[src/rtl/timing_rec_pkg.sv]
// Shared constants and helpers for the symbol-timing recovery blocks.
package timing_rec_pkg;

   // Early capture always happens on the first tick of a symbol.
   localparam int PH_E = 0;

   // Oversampling ratios the capture-phase layout supports.
   function automatic bit osr_is_legal(input int osr);
      return (osr == 4) || (osr == 8) || (osr == 16);
   endfunction

   // Prompt capture phase, a quarter symbol in.
   function automatic int ph_p(input int osr);
      return osr / 4;
   endfunction

   // Late capture phase, half a symbol in.
   function automatic int ph_l(input int osr);
      return osr / 2;
   endfunction

   // Width of the phase counter.
   function automatic int phw(input int osr);
      return $clog2(osr);
   endfunction

endpackage

[src/rtl/els_channel.sv]
// One channel of the early/prompt/late sampler: stage registers,
// aligned output registers and the early-minus-late error.
module els_channel
   import timing_rec_pkg::*;
#(
   parameter int W = 16
) (
   input  logic         clk4,
   input  logic         reset,
   input  logic         cap_e,
   input  logic         cap_p,
   input  logic         cap_l,
   input  logic [W-1:0] x,
   output logic [W-1:0] s_e,
   output logic [W-1:0] s_p,
   output logic [W-1:0] s_l,
   output logic [W:0]   err
);

   logic [W-1:0] e_stage_q, e_stage_d;
   logic [W-1:0] p_stage_q, p_stage_d;
   logic [W-1:0] s_e_q, s_e_d;
   logic [W-1:0] s_p_q, s_p_d;
   logic [W-1:0] s_l_q, s_l_d;
   logic [W:0]   err_q, err_d;

   // Stage early/prompt, then publish the whole set on the late capture.
   always_comb begin
      // NOTE: every _d takes its held value first, so no path leaves it unassigned and no latch is inferred.
      e_stage_d = e_stage_q;
      p_stage_d = p_stage_q;
      s_e_d     = s_e_q;
      s_p_d     = s_p_q;
      s_l_d     = s_l_q;
      err_d     = err_q;
      if (cap_e) e_stage_d = x;
      if (cap_p) p_stage_d = x;
      if (cap_l) begin
         s_l_d = x;
         s_e_d = e_stage_q;
         s_p_d = p_stage_q;
         err_d = {e_stage_q[W-1], e_stage_q} - {x[W-1], x};
      end
   end

   // Channel registers; reset also drops any half-captured symbol.
   always_ff @(posedge clk4) begin
      // NOTE: state updates use non-blocking assignments so every flop samples pre-edge values.
      if (!reset) begin
         e_stage_q <= '0;
         p_stage_q <= '0;
         s_e_q     <= '0;
         s_p_q     <= '0;
         s_l_q     <= '0;
         err_q     <= '0;
      end else begin
         e_stage_q <= e_stage_d;
         p_stage_q <= p_stage_d;
         s_e_q     <= s_e_d;
         s_p_q     <= s_p_d;
         s_l_q     <= s_l_d;
         err_q     <= err_d;
      end
   end

   assign s_e = s_e_q;
   assign s_p = s_p_q;
   assign s_l = s_l_q;
   assign err = err_q;

endmodule

[src/rtl/early_late_sampler.sv]
// Multi-channel early/prompt/late symbol sampler with one-tick
// advance/retard of the sampling phase per symbol.
module early_late_sampler
   import timing_rec_pkg::*;
#(
   parameter int W   = 16,
   parameter int OSR = 4,
   parameter int CH  = 2
) (
   input  logic                    clk4,
   input  logic                    reset,
   input  logic [CH*W-1:0]         x_in,
   input  logic                    adv,
   input  logic                    ret,
   output logic [CH*W-1:0]         s_e,
   output logic [CH*W-1:0]         s_p,
   output logic [CH*W-1:0]         s_l,
   output logic [CH*(W+1)-1:0]     err,
   output logic                    sym_valid,
   output logic [$clog2(OSR)-1:0]  phase
);

   localparam int PW = phw(OSR);
   localparam logic [PW-1:0] CNT_E   = PW'(PH_E);
   localparam logic [PW-1:0] CNT_P   = PW'(ph_p(OSR));
   localparam logic [PW-1:0] CNT_L   = PW'(ph_l(OSR));
   localparam logic [PW-1:0] CNT_ADV = PW'(OSR - 2);
   localparam logic [PW-1:0] CNT_END = PW'(OSR - 1);

   if (!osr_is_legal(OSR)) begin : g_bad_osr
      $error("early_late_sampler: OSR must be 4, 8 or 16");
   end

   logic [PW-1:0] cnt_q, cnt_d;
   logic          adv_p_q, adv_p_d;
   logic          ret_p_q, ret_p_d;
   logic          held_q, held_d;      // last edge was a retard hold
   logic          sym_valid_q, sym_valid_d;
   logic          cap_e, cap_p, cap_l;

   assign cap_e = (cnt_q == CNT_E);
   assign cap_p = (cnt_q == CNT_P);
   assign cap_l = (cnt_q == CNT_L);

   // Phase counter with pending advance/retard requests; a pulse on the
   // edge that consumes its flag re-arms it for the next symbol.
   always_comb begin
      cnt_d       = (cnt_q == CNT_END) ? '0 : cnt_q + 1'b1;
      adv_p_d     = adv_p_q | adv;
      ret_p_d     = ret_p_q | ret;
      held_d      = 1'b0;
      sym_valid_d = cap_l;
      if (cnt_q == CNT_ADV) begin
         if (adv_p_q && ret_p_q) begin
            adv_p_d = adv;
            ret_p_d = ret;
         end else if (adv_p_q) begin
            cnt_d   = '0;
            adv_p_d = adv;
         end
      end
      // The second tick at the last phase must not hold again.
      if (cnt_q == CNT_END && ret_p_q && !held_q) begin
         cnt_d   = cnt_q;
         ret_p_d = ret;
         held_d  = 1'b1;
      end
   end

   // Timing-control registers.
   always_ff @(posedge clk4) begin
      if (!reset) begin
         cnt_q       <= '0;
         adv_p_q     <= 1'b0;
         ret_p_q     <= 1'b0;
         held_q      <= 1'b0;
         sym_valid_q <= 1'b0;
      end else begin
         cnt_q       <= cnt_d;
         adv_p_q     <= adv_p_d;
         ret_p_q     <= ret_p_d;
         held_q      <= held_d;
         sym_valid_q <= sym_valid_d;
      end
   end

   assign phase     = cnt_q;
   assign sym_valid = sym_valid_q;

   for (genvar c = 0; c < CH; c++) begin : g_ch
      els_channel #(.W(W)) u_ch (
         .clk4  (clk4),
         .reset (reset),
         .cap_e (cap_e),
         .cap_p (cap_p),
         .cap_l (cap_l),
         .x     (x_in[c*W +: W]),
         .s_e   (s_e[c*W +: W]),
         .s_p   (s_p[c*W +: W]),
         .s_l   (s_l[c*W +: W]),
         .err   (err[c*(W+1) +: (W+1)])
      );
   end

endmodule
[config.mk]
export PLATFORM = sky130hd
export DESIGN_NAME = early_late_sampler
export DESIGN_NICKNAME = d
export VERILOG_FILES = /design/src/rtl/timing_rec_pkg.sv /design/src/rtl/els_channel.sv /design/src/rtl/early_late_sampler.sv
export SDC_FILE = /design/constraint.sdc
export NUM_CORES = 1
export LEC_CHECK = 0
export BUFFER_PORTS_ARGS = -buffer_cell sky130_fd_sc_hd__buf_4
export CAP_MARGIN = 20
export CORE_MARGIN = 2
export CORE_UTILIZATION = 50
export DETAILED_ROUTE_END_ITERATION = 8
export PLACE_DENSITY = 0.73
export SETUP_SLACK_MARGIN = 0.02
export SLEW_MARGIN = 20
export SYNTH_ARGS = -nofsm -noshare
export SYNTH_HDL_FRONTEND = slang
export SYNTH_HIERARCHICAL = 1
export SYNTH_SLANG_ARGS = --single-unit
[constraint.sdc]
create_clock -name clk4 -period 1.75 [get_ports clk4]
set_input_delay 0.0875 -clock clk4 [delete_from_list [all_inputs] [get_ports clk4]]
set_output_delay 0.0875 -clock clk4 [all_outputs]
set_load 0.1 [all_outputs]
* After elaboration in Yosys (flattened, before gate mapping)
Cells that the tools add are included.
Operators by class: bitwise logic cells 2, eq/ne operators 3, multiplexer cells 11, order comparisons 0, div/mod/pow operators 0, reductions and logical operators 5, shifts and indexed selects 0, $add $sub $neg 3, $mul 0
Operator list (count):
- 16-bit by 16-bit subtractor with 17-bit output | 2
- 2-bit two-way mux | 4
- 1-bit two-way mux | 7
- 2-bit == test (second input constant) | 2
- 1-bit logical AND | 3
- 2-bit by 1-bit adder with 2-bit output (second input constant) | 1
- 2-bit by 1-bit == test with 1-bit output (second input constant) | 1
- 2-bit zero test | 1
- 1-bit OR | 2
- 1-bit zero test | 1
Storage, ports and cells: RAM bits 0, bits in latches 0, memories 0, ROM bits 0, bits in registers 200

* Logic depth before layout (Yosys ltp)
word-level depth 5, gate-level depth with buffers 8, gate-level depth less buffers 8

* By module
The synthesis kept the hierarchy.
By module, submodules not included:
- els_channel | times used 2, cells an instance 466, area an instance 4384.2 um2, seq. area each 1941.9 um2
- early_late_sampler | times used 1, cells an instance 29, area an instance 279.0 um2, seq. area each 120.1 um2

* Least setup slack after synthesis
Ideal clock, no wire load.
kind register -> register, from register cnt_q[1], in the netlist phase[1], to register g_ch[0].u_ch.err_q[11], stages on the path, launching flop included 7, clock period less this slack 2415 ps, path buffers 1, arrival time 2336 ps, setup time 79 ps, setup slack -665 ps, cell sequence dfxtp_1 ha_1 clkbuf_1 inv_2 or3_1 a211o_1 o211ai_1
On the way: longest elaborated chain between the ends 1
RTL lines:
- from (decl) | RTL line early_late_sampler.sv:34 | logic [PW-1:0] cnt_q, cnt_d;
- from (signal assigned) | RTL line early_late_sampler.sv:79 | cnt_q <= cnt_d;
- 2-bit == test | RTL line early_late_sampler.sv:43 | assign cap_l = (cnt_q == CNT_L);
- net cap_l | RTL line early_late_sampler.sv:39 | logic cap_e, cap_p, cap_l;
- to (signal assigned) | RTL line els_channel.sv:62 | err_q <= err_d;
- to (decl) | RTL line els_channel.sv:25 | logic [W:0] err_q, err_d;
The timed path passes the listed nets, and every way through them passes these cells. A chain may end at the register's enable or synchronous reset.

* Final worst setup path
from register g_ch[1].u_ch.e_stage_q[0], to register g_ch[1].u_ch.err_q[14]
On the way: longest elaborated chain between the ends 1
RTL lines:
- from (decl) | RTL line els_channel.sv:20 | logic [W-1:0] e_stage_q, e_stage_d;
- from (signal assigned) | RTL line els_channel.sv:57 | e_stage_q <= e_stage_d;
- 16-bit by 16-bit subtractor with 17-bit output | RTL line els_channel.sv:42 | err_d = {e_stage_q[W-1], e_stage_q} - {x[W-1], x};
- to (signal assigned) | RTL line els_channel.sv:62
- to (decl) | RTL line els_channel.sv:25
Every way passes these cells.

==> results by group <==
Worst setup path
  – CP max-delay cell: dfxtp_2
  – Reg-to-reg slack, setup: -0.17 ns
  – Startpoint Class: flip-flop
  – Worst-path cell chain: inv_2, ha_4, fa_2, and2b_2, o211ai_4, a21bo_2, a211o_1, o211ai_1
  – FF-to-FF End: g_ch[1].u_ch/err[14]
  – CP Data Arrival Time: 2.28 ns
  – CP top delay family: compound AO/OA/AOI/OAI gates
  – WS Path Type: reg2reg
  – Critical path buffers and inverters: 1
  – Crit path max fanout: 3
  – Crit path depth: 8
  – CP Capture Type: flip-flop
  – Worst reg2reg path startpoint: g_ch[1].u_ch/e_stage_q[0]
  – Crit-path max cell delay: between 0.3 and 0.4 ns
  – Critical Path RT: ~2.1 ns
  – Worst r2r path cells: 8

STA
  – Clk_skew: around 0.013 ns
  – Final WS setup: -0.174 ns
  – Final worst-path cycle share: 110%
  – Max Slew Vio Count: 0
  – RSZ-0062 raised after global routing: true
  – Achievable Freq: 520 MHz
  – Final hold vios: 0
  – Measured slew at the worst slew-check pin: 0.415 ns
  – Endpoints failing setup: 12
  – Max-slew headroom: 72.1%
  – Post-layout min period: about 1.9 ns
  – Total negative slack: -1.32 ns

Die
  – Die area: between 0.015 and 0.02 mm2
  – Io pins: around 170
  – Vert. Die Dim: 139 um
  – Core ar.: between 0.015 and 0.02 mm2
  – Row cnt: about 50
  – Die width: 139 um
  – Initial Util: between 50% and 60%

Yosys
  – Area share of the largest cell type after synthesis: about 44%
  – Top post-synthesis cells by count: 200 x dfxtp_1, 185 x nor2_1, 162 x mux2i_1
  – Synth async-reset ratio: 0%
  – Top FF cell, synth: dfxtp_1
  – Post-synth EDFFs: 0
  – Gate Count Post-Synth: between 900 and 1000
  – Syn Nets: 1035
  – Syn_area_per_cell: 9.41 um2
  – Distinct cells, synth: 56
  – Top post-synthesis cells by area: dfxtp_1 44%, mux2i_1 18%, nor2_1 7.7%, ha_1 5.0%, nand3_1 2.0%
  – Most frequent cell after synthesis: dfxtp_1
  – Post-synth top area cell: dfxtp_1
  – Synth warn: 6
  – Post-synthesis sequential element count: 200
  – Synth Cell Area: between 0.009 and 0.01 mm2
  – Sequential area share after synthesis: 44.3%

Min path
  – Hold path start: x_in[12]
  – WHS Path Cells: 4
  – Hold Path Class: in2reg
  – Hold path endpoint: g_ch[0].u_ch/s_l[12]

Cells and area
  – Area used by multi-input combinational logic: 0.00510 mm2
  – Area Overhead vs Synth: 39.3%
  – FF/Latch Area: a little over 0.004 mm2
  – Fillers: 1307
  – Number of diodes: 0
  – Nets: 1294
  – Layout cells sized above 1: 33.8%

Clocking
  – Clock sinks: 200
  – CTS clk-pin slew, worst paths: about 0.08 ns
  – Root buf cell: clkbuf_16
  – CTS tree: done
  – Clock latency on the worst-skew pair: about 0.44 ns
  – Largest buffer count on any clock path: 2
  – Cts bufs inserted: 17
  – H-tree depth: 4

Global route
  – Vias in the first global route: between 7000 and 8000
  – Overflow after GRT: 0
  – Largest net degree at the start of global routing: 68
  – Overall routing resource usage: 24.9%
  – Initial antenna violation count: 0
  – Global-route wire length before repair: roughly 39000 um

Pwr
  – Pleak: between 5 and 6 nW
  – Switching power: 5.73 mW
  – Switching power share of the total: between 30% and 40%
  – Pwr/cell area: approximately 1200 mW/mm2
  – P_int: slightly below 9 mW
  – Combinational Power Share: between 30% and 40%
  – Peak supply drop: between 0.0007 and 0.0008 V
  – Clock group share of total power: approximately a quarter
  – Sequential power share: 36.2%

Outcome
  – Status: finished, violations left
  – Failing checks: negative setup slack

Run
  – Max-Cap Viols: 0

Detailed routing
  – DR pass1 iterations: 5
  – Vias after detailed routing: around 8000
  – Final WL: between 20000 and 30000 um
  – Initial drt markers: 544
  – Routed Antenna Nets: 0
  – Via/cell ratio: 5.47
  – WL per Instance: 17.2 um
  – Drc violations: 0

Place
  – Placer Congestion: between 0.9 and 1
  – Place WS: -0.125 ns
  – Detailed Place HPWL: between 15000 and 20000 um
  – Input/output buffers: roughly 170
cell usage in the layout, fill, tap and decap left out, types with 10 or more instances in the layout:
cell type      count
buf_4            253
nor3_1            13
dfxtp_2           17
buf_6             11
clkbuf_16         17
mux2i_1          162
dlygate4sd3_1     21
nor2_1           185
ha_4              23
nand3_1           34
o21ai_0           10
a21oi_2           11
o21a_1            10
inv_1             43
a21oi_1           19
dfxtp_1          181
nand2_1           28
kinds of logic after synthesis:
| logic type | synth area share [%] |
|---|---|
| compound gates | 10.9 |
| xor+xnor | 0.387 |
| flops | 44.3 |
| simple gates | 16.3 |
| buf+inv | 4.87 |
| fa+ha+maj | 5.42 |
| mux | 17.9 |
tightest hold or removal path, cell delays in order:
cell	delay (ns)
buf_4	0.09
buf_4	0.12
mux2i_1	0.06
nor2_1	0.07
per-layer routing:
metal  part of all wire [%]  vias to the layer above  wire, um  track usage, %
met4                    2.3                        0       571            8.27
met5                      0                        -         0               0
met1                     44                     3800     11000            32.9
met2                     47                      274     11900            40.3
met3                    6.6                       52      1670            5.99
li1                       -                     3868         -               -
final cells by class:
type | count | area share, %
multi-input cells | 657 | 40.5
inverters | 50 | 1.49
flip-flops and latches | 200 | 32.0
repair buffers | 294 | 19.2
clock inverters | 15 | 1.20
well taps | 229 | 2.27
clock buffers | 17 | 3.38
per-stage QoR:
| step | util (%) | hold slack (ns) | power [mW] | cells | instance area, um2 |
|---|---|---|---|---|---|
| finish | 70.6 | 0.0183 | 14.5 | 1462 | 12600 |
| global route | 70.6 | 0.0197 | 15.1 | 1462 | 12600 |
| CTS | 68.6 | 0.00246 | 14.3 | 1454 | 12200 |
| detailed placement | 63.0 | 0.308 | 10.3 | 1400 | 11200 |
| global placement | 63.0 | 0.297 | 10.3 | 1400 | 11200 |
| floorplan | - | 0.205 | 8.94 | 961 | 9110 |
what timing repair did:
item,4_1_cts,5_1_grt
pin swaps,27,33
buffers inserted,2,8
hold endpoints to repair,55,0
setup endpoints to repair,22,24
resized for setup,34,59
hold buffers,21,0
how the worst max path moves through the flow:
stage / start / end
after floorplan: g_ch[1].u_ch/e_stage_q[0] / g_ch[1].u_ch/err[16]
after CTS: g_ch[1].u_ch/e_stage_q[0] / g_ch[1].u_ch/err[14]
after global routing: g_ch[1].u_ch/e_stage_q[0] / g_ch[1].u_ch/err[16]
final: g_ch[1].u_ch/e_stage_q[0] / g_ch[1].u_ch/err[14]
after detailed placement: g_ch[1].u_ch/e_stage_q[0] / g_ch[1].u_ch/err[12]
after global placement: g_ch[0].u_ch/e_stage_q[0] / g_ch[0].u_ch/err[12]
registers in the layout, summed over array words and instances, names as in the netlist, 2 cells and up:
signal	flops
g_ch.u_ch/e_stage_q	32
g_ch.u_ch/s_p	32
g_ch.u_ch/p_stage_q	32
g_ch.u_ch/err	34
g_ch.u_ch/s_l	32
phase	2
g_ch.u_ch/s_e	32
power groups by stage:
stage                     combinational, mW  sequential (mW)  clock, mW
after floorplan                        1.98             6.96          0
after global routing                   5.73             5.31       4.08
after detailed placement               5.00             5.32          0
after CTS                              5.17             5.24       3.91
final                                  5.43             5.26       3.84
after global placement                 4.96             5.30          0
No activity file was read; power rests on OpenSTA's default activity.
